<file path="src/rtl/cpu_out_port.sv">
// Output-port stage behind the cpu core: one latched register per port plus a
// show-ahead FIFO of write events drained by a valid/ready sink.
module cpu_out_port #(
    parameter int DATA_W = 8,
    parameter int ADDR_W = 2,
    parameter int DEPTH  = 4
) (
    input  logic                             clk,
    input  logic                             reset,
    input  logic                             wr_en,
    input  logic [ADDR_W-1:0]                wr_addr,
    input  logic [DATA_W-1:0]                wr_data,
    output logic [(2**ADDR_W)*DATA_W-1:0]    port_q,
    output logic                             out_valid,
    output logic [ADDR_W-1:0]                out_addr,
    output logic [DATA_W-1:0]                out_data,
    input  logic                             out_ready,
    output logic                             full,
    output logic                             empty,
    output logic [$clog2(DEPTH):0]           count,
    output logic                             overflow,
    input  logic                             clr_ovf
);

    localparam int NPORT = 2**ADDR_W;
    localparam int PTR_W = $clog2(DEPTH);
    localparam int CNT_W = PTR_W + 1;
    localparam int ENT_W = ADDR_W + DATA_W;

    logic [ENT_W-1:0] mem [DEPTH];
    logic [PTR_W-1:0] wr_ptr;
    logic [PTR_W-1:0] rd_ptr;
    logic             push;
    logic             pop;

    assign empty     = (count == '0);
    assign full      = (count == CNT_W'(DEPTH));
    assign out_valid = !empty;
    assign pop       = out_valid && out_ready;
    // A write into a full FIFO still lands when the head leaves in the same cycle.
    assign push      = wr_en && (!full || pop);

    assign {out_addr, out_data} = mem[rd_ptr];

    always_ff @(posedge clk) begin
        if (!reset) begin
            port_q   <= '0;
            wr_ptr   <= '0;
            rd_ptr   <= '0;
            count    <= '0;
            overflow <= 1'b0;
        end else begin
            for (int k = 0; k < NPORT; k++) begin
                if (wr_en && (wr_addr == ADDR_W'(k))) begin
                    port_q[k*DATA_W +: DATA_W] <= wr_data;
                end
            end
            if (push) begin
                wr_ptr <= wr_ptr + 1'b1;
            end
            if (pop) begin
                rd_ptr <= rd_ptr + 1'b1;
            end
            count <= count + CNT_W'(push) - CNT_W'(pop);
            // A fresh drop takes priority over a clear request.
            if (wr_en && full && !pop) begin
                overflow <= 1'b1;
            end else if (clr_ovf) begin
                overflow <= 1'b0;
            end
        end
    end

    // Storage is not reset; pointers and count define which entries are live.
    always_ff @(posedge clk) begin
        if (push) begin
            mem[wr_ptr] <= {wr_addr, wr_data};
        end
    end

endmodule

</file>
<file path="config.mk">
export PLATFORM = sky130hd
export DESIGN_NAME = cpu_out_port
export DESIGN_NICKNAME = d
export VERILOG_FILES = /design/src/rtl/cpu_out_port.sv
export SDC_FILE = /design/constraint.sdc
export NUM_CORES = 1
export LEC_CHECK = 0
export ABC_CLOCK_PERIOD_IN_PS = 4100
export CORE_MARGIN = 2
export CORE_UTILIZATION = 50
export DETAILED_ROUTE_END_ITERATION = 10
export PLACE_DENSITY_LB_ADDON = 0.05
export SLEW_MARGIN = 20
export SYNTH_ARGS = -nofsm -noshare
export SYNTH_HDL_FRONTEND = slang
export SYNTH_SLANG_ARGS = --single-unit
export TNS_END_PERCENT = 100
</file>
<file path="constraint.sdc">
create_clock -name clk -period 4.1 [get_ports clk]
set_clock_uncertainty 0.1 [all_clocks]
set_input_delay 0.82 -clock clk [delete_from_list [all_inputs] [get_ports clk]]
set_output_delay 0.82 -clock clk [all_outputs]
set_load 0.005 [all_outputs]
</file>
* After elaboration in Yosys (flattened, before gate mapping)
Memories as Yosys holds them, arrays and structs flattened. A register that Yosys moved wholly into a read port is not among the register bits.
Cells that the tools add are included.
** Word-level totals
- Register bits :: 40
- RAM bits :: 40
- Bits of input ports :: 15
- Output and inout port bits :: 49
- Logic and storage cells :: 38
- Memories kept :: 1
** Cells by class
- Add/sub/neg operators :: 4
- Eq/ne operators :: 4
- Multiplexer cells :: 6
- Reduce and logical (&&, ||, !) cells :: 15
** Memory list
- mem :: words 4, width 10, rd ports 1, clocked after memory_dff 1, wr ports 1, RTL line 30 : logic [ENT_W-1:0] mem [DEPTH];
** Operators with widths (number)
- logical AND 1 bit :: 8
- adder 2 x 1 -> 2 bit (second input constant) :: 2
- == test 2 bit (second input constant) :: 2
- two-way mux 1 bit :: 4
- two-way mux 2 bit :: 2
- adder 3 x 1 -> 3 bit :: 1
- == test 3 bit (second input constant) :: 1
- zero test 1 bit :: 3
- zero test 3 bit :: 1
- subtractor 3 x 1 -> 3 bit :: 1
- == test 2 x 1 -> 1 bit (second input constant) :: 1
- zero test 2 bit :: 1
- nonzero test 2 bit :: 1
- logical OR 1 bit :: 1

* Depth between registers and ports, before layout
Gate-level depths: netlist of run 1.
- Word-level depth :: 7
- Depth in mapped cells :: 9
- Mapped depth without buffers :: 8

* Worst setup path before layout of run 1
OpenSTA, ideal clock, no wires.
- Path type :: in2reg
- Start :: in out_ready
- End :: reg count[2]
- Library setup time :: 115 ps
- Arrival :: 2362 ps
- Data required time :: 3885 ps
- Path slack :: 1523 ps
- Stages :: 9
- Buffers on the path :: 1
- Path through :: nor4b_4 nor2b_1 buf_6 a21bo_1 ha_1 fa_1 xnor2_1 xnor2_1 and2_1
** Between the ends
- Longest elaborated chain between the ends :: 5
** Ends and longest elaborated chain
- start: declaration :: RTL line 17 : input logic out_ready,
- logical AND 1 bit (*) :: RTL line 39 : assign pop = out_valid && out_ready;
- logical OR 1 bit :: RTL line 41 : assign push = wr_en && (!full || pop);
- logical AND 1 bit :: RTL line 41
- adder 3 x 1 -> 3 bit :: RTL line 64 : count <= count + CNT_W'(push) - CNT_W'(pop);
- subtractor 3 x 1 -> 3 bit (*) :: RTL line 64
- end signal: assignment :: RTL line 64
- end: declaration :: RTL line 20 : output logic [$clog2(DEPTH):0] count,
Every way passes the cells marked *; elsewhere a longest branch is shown, timed or not.
A chain may end at the register's enable or synchronous reset.

==> flow_results.org, run 1 <==
** CTS
- Clock insertion delay at the later pin of the skew report :: 0.34 ns
- Counting the buffers created by CTS gives 9.
- Number of buffers between clock root and the deepest sink :: 2
- After clock tree synthesis, the repair step resized 0 gates.
- Clock-pin slew of the registers on the worst-case setup and hold paths :: 0.08 ns
- Number of H-tree levels :: 3
- The number of hold buffers added after CTS was 0.
- Buffer cell driving the clock tree root :: clkbuf_8
- Post-CTS timing repair inserted 0 buffers for setup.
- CTS tree :: done
- Clock sink count :: 82

** Routing
- Number of remaining DRC errors :: 0
- Detailed Routing Iterations Pass 1 :: 4
- Initial drt markers :: 83
- Number of vias per cell :: 4.99
- Dividing the detail-routed wire length by the instance count gives 15.7 um.
- Number of nets still failing antenna checks after routing :: 0
- Vias after detailed routing :: 1786
- Wires add up to 5640 um.

** Timing
- Setup repair after global routing left no endpoint under its margin.
- For the pin with the worst max-slew slack, the measured transition is 0.820 ns.
- Setup violators final :: 0
- Count of final max-slew check failures :: 0
- Timing would allow up to 0.325 GHz.
- Post-layout minimum cycle time :: 3.07 ns
- Of the available clock period, the critical path in the final layout requires 0.750.
- Final hold violation count :: 0
- Sum of negative setup slack :: 0 ns
- Once routing completed, OpenROAD measured the worst setup slack at 1.03 ns.
- Relative max-transition margin :: 0.451

** Final layout
- From synthesis to final layout, the design area changed by 27.2%.
- Share of layout cells above drive strength 1 :: 0.0996
- Final net count :: 297
- Antenna diode count :: 0

** Global route
- Entering global routing, the biggest net connects 44 pins.
- The via count of the first global-routing pass is 1825.
- Overall global routing resource usage :: 0.173
- First-pass GRT wire length :: 9320 um
- Residual overflow from global routing :: 0
- Initial antenna violation count :: 0

** Die
- The floorplan has 29 rows.
- The die is 84.1 um tall.
- Initial standard-cell utilization of the core :: 0.512
- The floorplan step defined a die boundary enclosing 7080 um2.
- Chip width :: 84.1 um
- Placeable core region :: 6280 um2
- For this design the top-level I/O count stands at 64.

** Worst setup path
- In this design, the largest share of critical-path delay is due to flip-flops.
- Slowest stage delay, CP :: 0.75 ns
- At the worst endpoint, the required time is 3.18 ns.
- Category of the worst setup path launch point :: flop
- CP Max Fanout :: 10
- The worst setup path is captured at an output port.
- Critical path start-end classification :: flop to output port
- Data on the critical path arrives at its endpoint at 2.15 ns.
- The largest individual stage delay along the critical path comes from the cell dfxtp_1.
- Worst path bufs/invs :: 1
- Cells along the critical path :: mux4_2 -> clkdlybuf4s50_1

** Logic synthesis
- Average size of a mapped cell :: 15.2 um2
- Number of synthesized flops with an enable pin :: 40
- The number of nets handed over by synthesis was 232.
- The commonest cells after synthesis are dfxtp_1 (42), edfxtp_1 (40), nor2b_1 (35), mux2i_1 (34).
- Syn Std Cell Area :: 3210 um2
- In the synthesized netlist the dominant register cell turns out to be dfxtp_1.
- Sequential fraction of the synthesis area :: 0.636
- Of all flip-flops after synthesis, the portion carrying an async set or reset was 0.
- Synthesis instantiated 26 different standard cells from the library.
- Number of instances in the synthesized netlist :: 211
- Most used standard cell by instance count after synthesis :: dfxtp_1
- After synthesis the netlist holds a flip-flop and latch count of 82.
- Number of synthesis warnings :: 0
- Share of the synthesized area in the top cell type :: 0.374
- Largest area contributor in the synthesized netlist :: edfxtp_1
- Top post-synthesis cells by area :: edfxtp_1 (37%), dfxtp_1 (26%), mux2i_1 (11%)

** Placement
- After legalization and detailed placement, the total HPWL measured 3800 um.
- Routability-driven placement finished with a final weighted congestion of 0.697.
- Pre-CTS setup slack :: 0.932 ns
- Quantity of I/O buffers inserted on ports :: 63

** Power
- Maximum VDD drop :: 0.301 mV
- Internal power of the cells :: 1550 uW
- Reg power frac :: 0.492
- Static Leakage :: 0.00152 uW
- Power per standard cell area :: 507 nW/um2
- Clock power share :: 0.277
- Of the total power, the share spent switching nets is 0.250.
- Of the total power, combinational logic draws 0.231.
- Reported net switching power :: 518 uW

** Hold path
- Worst hold-check path type :: flop to flop

** Run status
- Outcome :: completed

** Run
- Number of maximum-capacitance constraint violations :: 0
-- logic make-up after synthesis --
family,share of synthesized area
xor+xnor,0.0109
compound gates,0.0113
buf+inv,0.0226
flops,0.636
simple gates,0.118
mux,0.176
fa+ha+maj,0.0257
-- routing by layer --
| layer | GRT usage | up-vias | wire length, um |
|---|---|---|---|
| met4 | 0.0660 | 0 | 89 |
| met2 | 0.256 | 43 | 2560 |
| met1 | 0.236 | 850 | 2670 |
| met5 | 0 | - | 0 |
| li1 | - | 882 | - |
| met3 | 0.0629 | 11 | 319 |
-- layout by cell type (no fill, tap or decap), types with 2 or more instances in the layout --
master	instances
inv_1	4
dfxtp_1	42
mux4_2	10
nor2b_1	35
nand2_1	4
clkdlybuf4s50_1	63
edfxtp_1	40
mux2i_1	34
ha_1	5
nand3b_1	2
clkbuf_8	10
xnor2_1	4
and2_1	10
clkbuf_1	2
-- cell type report --
type                            instances  area, um2
Clock inverter                          4       50.0
Multi-Input combinational cell        115       1100
Timing Repair Buffer                   64        638
Inverter                                4       15.0
Tap cell                               77       96.3
Sequential cell                        82       2040
Clock buffer                           12        145
Fill cell                             493       2190
-- power groups by stage --
stage	registers, uW	logic [uW]	clock network [uW]
after CTS	1020	486	588
after global placement	1040	475	0
after global routing	1030	524	623
after floorplan	998	281	0
after detailed placement	1040	483	0
final	1020	478	574
-- worst min-delay path, stage by stage, from the launching register on --
cell     delay [ns]
dfxtp_1        0.35
nand2_1        0.07
mux2i_1        0.05
-- sequential cells by signal (all words and copies together) (netlist names), named ones only --
name,cells
port_q,32
mem,40
wr_ptr,2
rd_ptr,2
count,3
overflow,1
-- through the flow --
stage	instance area (um2)	cells	util	hold WS, ns	power (uW)
global route	4080	358	0.651	0.453	2180
detailed placement	3890	342	0.619	0.395	1520
CTS	4080	358	0.651	0.406	2100
finish	4080	358	0.651	0.408	2070
global placement	3890	342	0.619	0.394	1520
floorplan	3210	211	-	0.368	1280
-- final timing paths --
check,startpoint,end,slack (ns),depth (start not counted)
worst min register to register,wr_ptr[0],wr_ptr[0],0.41,2
worst min-delay path,wr_ptr[0],wr_ptr[0],0.41,2
worst max-delay path,flop,out_data[4],1.03,2
worst max register to register,count[1],count[2],1.73,8
Note: power is estimated with default switching activity, not from simulation.
==> run 2, diff against run 1 <==
- ABC_CLOCK_PERIOD_IN_PS: 4100 -> 2500
- CORE_UTILIZATION: 50 -> 46
- clock period: 4.1 -> 2.5 ns (I/O delays scaled with it)
==> flow_results.org, run 2 (synthesis results as in run 1) <==
** Die
- The core region area was 6790 um2 (+8.2%).
- Chip width :: 87.6 um (+4.1%)
- Initial standard-cell utilization of the core :: 0.473 (-0.0389)
- Std-Cell Rows :: 30 (+3.4%)
- The top-level port count came to 64 (unchanged).
- Die ar. :: 7670 um2 (+8.3%)
- The die boundary height was 87.6 um (+4.1%).

** Timing
- Post-layout minimum cycle time :: 2.42 ns
- Unrepaired setup endpoints after global routing :: false
- The number of failing setup endpoints in the final timing report is 0 (unchanged).
- The count of pins over their slew limit came to 0 (unchanged).
- Derived from the worst setup path, the maximum achievable clock frequency is 0.414 GHz.
- The final-report hold violation count is 0 (unchanged).
- Relative max-transition margin :: 0.644 (+0.194)
- Sum of negative setup slack :: 0 ns (unchanged)
- The worst hold margin is 0.408 ns (+0.000613 ns).
- In the finished design, the share of the clock period the worst path needs comes to 0.967.
- The transition time at the pin with the least slew margin came to 0.533 ns (-0.287 ns).

** Power
- Power Total :: 3450 uW (+67%)
- The cell area power density came to 819 nW/um2 (+61%).
- Static Leakage :: 0.00160 uW (+4.9%)
- The peak ir drop on the vdd network is 0.347 mV (+15%).

** Routing
- Vias after detailed routing :: 1815 (+1.6%)
- The sum of routed wire length over all layers was 5740 um (+1.8%).
- Number of remaining DRC errors :: 0 (unchanged)
- The number of routed nets with antenna violations came to 0 (unchanged).
- The number of design-rule violations left by the first detailed-router iteration came to 77 (-7.2%).
- Number of vias per cell :: 4.69 (-6.0%)
- The wire length per cell after detailed routing came to 14.8 um (-5.8%).
- The number of search-and-repair iterations in the first detailed-routing pass was 4 (unchanged).

** Final layout
- The flip-flop count of the largest register, all copies and words added came to 40 (unchanged).
- Final net count :: 307 (+3.4%)
- The cell area after layout came to 4220 um2 (+3.2%).
- The filler cell count is 547 (+11%).
- Most flops, register :: mem
- The largest registers in the layout are mem x40, port_q x32, count x3.
- Layout overhead on the synthesized area :: 31.3%
- Share of layout cells above drive strength 1 :: 0.144 (+0.0447)
- Antenna diode count :: 0 (unchanged)
- Top library cells by usage in the layout, fill and taps aside :: clkdlybuf4s50_1 (62), dfxtp_1 (41), edfxtp_1 (40)
- Most frequent standard cell in the layout excluding fill and tap cells :: clkdlybuf4s50_1

** Global route
- The via count of the first global-routing pass came to 1844 (+1.0%).
- The initial antenna violation count came to 0 (unchanged).
- The global-route wire length before repair came to 9260 um (-0.60%).
- Pin count of the biggest net entering global routing :: 32 (-27%)
- Overall global routing resource usage :: 0.162 (-0.0114)
- The remaining global-route overflow is 0 (unchanged).

** CTS
- The clock input transition at the sequential cells of the worst setup and hold paths was 0.08 ns (about the same).
- The number of setup buffers added after CTS was 0 (unchanged).
- The buffer levels on the longest clock path is 2 (unchanged).
- Clock insertion delay at the later pin of the skew report :: 0.33 ns (about the same)
- Clock buffer count from CTS :: 9 (unchanged)
- The number of hold buffers added after cts is 0 (unchanged).
- The post-cts repair resize count was 1 (+1).
- CTS tree :: done
- The level count of the clock H-tree came to 3 (unchanged).
- Clock tree synthesis selected as its root buffer the cell clkbuf_8.
- The number of sinks driven by the clock tree came to 82 (unchanged).

** Worst setup path
- STA classifies the critical path endpoint as an output port.
- Setup slack of the most critical reg-to-reg path :: 0.20 ns (-1.53 ns)
- Category of the worst setup path launch point :: flop
- The critical path is of the flop to output port type.
- The worst path arrival time is 1.82 ns (-0.33 ns).
- The required time of the critical path is 1.90 ns (-1.28 ns).
- The maximum fanout along the worst path came to 10 (unchanged).

** Placement
- Placed Area :: 4000 um2 (+2.9%)
- The post-detailed-placement half-perimeter wirelength was 3910 um (+3.0%).
- Final weighted congestion of routability-driven global placement :: 0.701 (+0.59%)
- Quantity of I/O buffers inserted on ports :: 63 (unchanged)

** Hold path
- The worst hold path belongs to the class flop to flop.

** Run status
- Outcome :: completed

** Run
- Number of maximum-capacitance constraint violations :: 0 (unchanged)
-- run 2: cell count changes in the layout (fill, tap and decap cells not counted), sizes merged --
cell and delta:
dlymetal6s2s +1, clkbuf -3, clkinv +3, clkdlybuf4s50 -1
buf +10
-- run 2: per-layer routing --
metal | up-vias | track usage | part of all wire
met1 | 863 | 0.226 | 0.47
li1 | 902 | - | -
met4 | 0 | 0.0587 | 0.0099
met3 | 6 | 0.0509 | 0.054
met5 | - | 0 | 0
met2 | 44 | 0.240 | 0.46
-- run 2: critical path: stages, from the launching register on --
cell and delay (ns):
dfxtp_1 0.36, buf_12 0.16, mux4_2 0.51, clkdlybuf4s50_1 0.46
-- run 2: cell type report --
class	instances	area, um2	area share
sequential	82	2040	0.485
multi-input combinational	115	1100	0.262
timing repair buffer	74	741	0.176
clock buffer	9	124	0.0294
tap	96	120	0.0285
clock inverter	7	68.8	0.0163
inverter	4	15.0	0.00356
-- run 2: stage by stage --
| step | utilization | worst slack [ns] | std cells |
|---|---|---|---|
| 2_1_floorplan | - | 0.243 | 211 |
| 3_5_place_dp | 0.589 | -0.241 | 371 |
| 5_1_grt | 0.621 | 0.00948 | 387 |
| 3_3_place_gp | 0.589 | -0.215 | 371 |
| 6_report | 0.621 | 0.0829 | 387 |
| 4_1_cts | 0.618 | 0.0387 | 387 |
-- run 2: final timing paths --
path	depth (start not counted)	start	endpoint
min reg2reg	2	wr_ptr[0]	wr_ptr[0]
max reg2reg	8	count[1]	count[2]
min	2	wr_ptr[0]	wr_ptr[0]
max	3	flop	out_data[4]
-- run 2: report_power, final --
| part | total [uW] | internal (uW) | switching [uW] | leakage [uW] |
|---|---|---|---|---|
| clock network | 921 | 460 | 462 | 0.0000970 |
| registers | 1640 | 1540 | 100 | 0.000710 |
| logic | 895 | 586 | 308 | 0.000789 |
| total | 3450 | 2580 | 870 | 0.00160 |
==> run 3, diff against run 2 <==
- CORE_UTILIZATION: 46 -> 35
==> flow_results.org, run 3 (synthesis results as in run 1) <==
** Worst setup path
- WP data arrival :: 2.57 ns (+0.75 ns)
- Endpoint of the worst register-to-register path :: count[2]
- CP Launch Point :: out_ready
- The maximum fanout along the worst path is 3 (-7).
- The required time of the critical path came to 2.65 ns (+0.75 ns).
- The critical path in this run is classified as primary input to flop.
- Launching point of the worst reg2reg path :: count[0]
- Setup slack of the most critical reg-to-reg path :: 0.22 ns (+0.02 ns)
- Number of cells on the worst reg-to-reg path :: 8 (unchanged)
- Critical Path End Type :: flop
- The worst setup path is launched from a primary input.

** Power
- Maximum VDD drop :: 0.277 mV (-20%)
- The cell area power density is 829 nW/um2 (+1.3%).
- The logic gate share of total power is 0.265 (+0.006).
- The net switching fraction of the power came to 0.261 (+0.00893).
- The power share of the clock group was 0.275 (+0.008).
- Reg power frac :: 0.460 (-0.014)
- The switching power is 918 uW (+5.5%).
- The leakage power figure was 0.00159 uW (-0.55%).
- Power Total :: 3520 uW (+1.9%)
- Internal power of the cells :: 2600 uW (+0.64%)

** Run
- Number of maximum-capacitance constraint violations :: 0 (unchanged)

** Routing
- The sum of routed wire length over all layers came to 6320 um (+10%).
- Detailed Routing Iterations Pass 1 :: 4 (unchanged)
- The number of routed nets with antenna violations came to 0 (unchanged).
- The number of remaining DRC errors was 0 (unchanged).
- Number of vias per cell :: 4.51 (-3.9%)
- The number of design-rule violations left by the first detailed-router iteration came to 41 (-47%).
- Mean routed wirelength per cell :: 15.7 um (+5.9%)
- Vias after detailed routing :: 1812 (-0.17%)

** Die
- The starting density of the core was 0.365 (-0.108).
- The die boundary height was 99.8 um (+14%).
- The width of the die was 99.8 um (+14%).
- I/O pin cnt :: 64 (unchanged)
- The number of core rows was 34 (+13%).
- Die ar. :: 9960 um2 (+30%)
- The core region area came to 8810 um2 (+30%).

** Timing
- The transition time at the pin with the least slew margin is 0.542 ns (+0.00845 ns).
- The ratio of final minimum period to clock period was 0.968 (+0.00115).
- Relative max-transition margin :: 0.639 (-0.00563)
- Post-layout minimum cycle time :: 2.42 ns (+0.00288 ns)
- The final-report hold violation count is 0 (unchanged).
- The upper clock frequency limit was 0.413 GHz (-0.12%).
- Setup violators final :: 0 (unchanged)
- The count of pins over their slew limit is 0 (unchanged).
- The final worst slack is 0.0800 ns (-0.00288 ns).
- Setup repair after global routing left no endpoint under its margin.

** CTS
- TritonCTS built the clock tree.
- Buffer cell driving the clock tree root :: clkbuf_8
- Number of gates resized after CTS :: 2 (+1)
- The clock latency of the later-clocked register in the worst-skew pair was 0.35 ns (+0.02 ns).
- The number of sinks driven by the clock tree is 82 (unchanged).
- Clock-pin slew of the registers on the worst-case setup and hold paths :: 0.09 ns (about the same)
- Post-CTS setup buffer count :: 0 (unchanged)
- Clock buffer count from CTS :: 9 (unchanged)
- The buffer levels on the longest clock path came to 2 (unchanged).
- Number of H-tree levels :: 3 (unchanged)
- Hold-fix buffers at CTS :: 0 (unchanged)

** Final layout
- The library cell used most frequently in the layout, excluding fill and tap cells, is clkdlybuf4s50_1.
- Post-Layout Cell Count :: 402 (+3.9%)
- Final net count :: 310 (+0.98%)
- End-of-flow core utilization :: 0.482 (-0.139)
- Antenna diode count :: 0 (unchanged)
- Max FFs per register :: 40 (unchanged)
- The filler cell count is 791 (+45%).
- The largest registers in the layout are mem x40, port_q x32, count x3.
- Top library cells by usage in the layout, fill and taps aside :: clkdlybuf4s50_1 (63), dfxtp_1 (41), edfxtp_1 (40)
- The register area was 2040 um2 (unchanged).
- mem holds more flip-flops than any other register.
- Share of layout cells above drive strength 1 :: 0.153 (+0.00873)
- Relative to the synthesized area, the layout overhead comes to 32.0%.
- Footprint of the multi-input gates :: 1100 um2 (-0.68%)

** Global route
- Vias in the first global route :: 1853 (+0.49%)
- The remaining global-route overflow is 0 (unchanged).
- First-pass GRT wire length :: 10100 um (+9.5%)
- The aggregate global-route resource usage was 0.135 (-0.0266).
- Pin count of the biggest net entering global routing :: 44 (+38%)
- The initial antenna violation count is 0 (unchanged).

** Placement
- The post-detailed-placement half-perimeter wirelength is 4310 um (+10%).
- The number of I/O port buffers is 63 (unchanged).
- The final RePlAce weighted congestion came to 0.680 (-3.1%).
- Pre-CTS setup slack :: -0.296 ns (-0.0550 ns)
- Cell Count Post-Placement :: 386 (+4.0%)

** Hold path
- The worst hold path belongs to the class flop to flop.
- The path with the worst hold slack has its endpoint at wr_ptr[1].
- Min-Delay Startpoint :: wr_ptr[1]
- The number of instances on the worst hold path came to 2 (unchanged).

** Run status
- The run finished with clean final reports.
-- run 3: per-layer routing --
metal  vias up  share of wire  global-route usage
li1        903              -                   -
met1       857           0.47               0.180
met2        43           0.45               0.198
met3         9          0.064              0.0501
met4         0          0.014              0.0601
met5         -              0                   0
-- run 3: final cells by class --
class / count / area share
Sequential cell: 82 / 0.482
Multi-Input combinational cell: 115 / 0.259
Timing Repair Buffer: 77 / 0.176
Tap cell: 108 / 0.0319
Clock buffer: 9 / 0.0292
Clock inverter: 7 / 0.0183
Inverter: 4 / 0.00354
-- run 3: per-stage QoR --
stage | TNS [ns] | area [um2] | hold WS [ns]
6_report | 0 | 4240 | 0.404
3_5_place_dp | -0.386 | 4030 | 0.396
4_1_cts | 0 | 4230 | 0.410
2_1_floorplan | 0 | 3210 | 0.368
3_3_place_gp | -0.232 | 4030 | 0.388
5_1_grt | 0 | 4240 | 0.441
-- run 3: worst max-delay path, stage by stage --
cell,delay (ns)
clkdlybuf4s50_1,0.50
nor4b_4,0.28
nor2b_1,0.10
a21bo_1,0.20
ha_1,0.19
fa_1,0.38
xnor2_1,0.15
xnor2_1,0.12
and2_1,0.14
-- run 3: worst max path at each step --
stage	endpoint	slack, ns	depth (start not counted)
2_1_floorplan	count[2]	0.24	9
3_3_place_gp	count[2]	-0.23	9
3_5_place_dp	count[2]	-0.30	9
4_1_cts	out_data[5]	0.002	3
5_1_grt	out_data[0]	0.005	3
6_report	count[2]	0.08	9
-- run 3: power by group through the flow --
stage	combinational, uW	sequential, uW	clock, uW
after floorplan	462	1640	0
after global placement	923	1640	0
after detailed placement	930	1640	0
after CTS	943	1620	999
after global routing	1010	1630	1060
final	930	1620	967
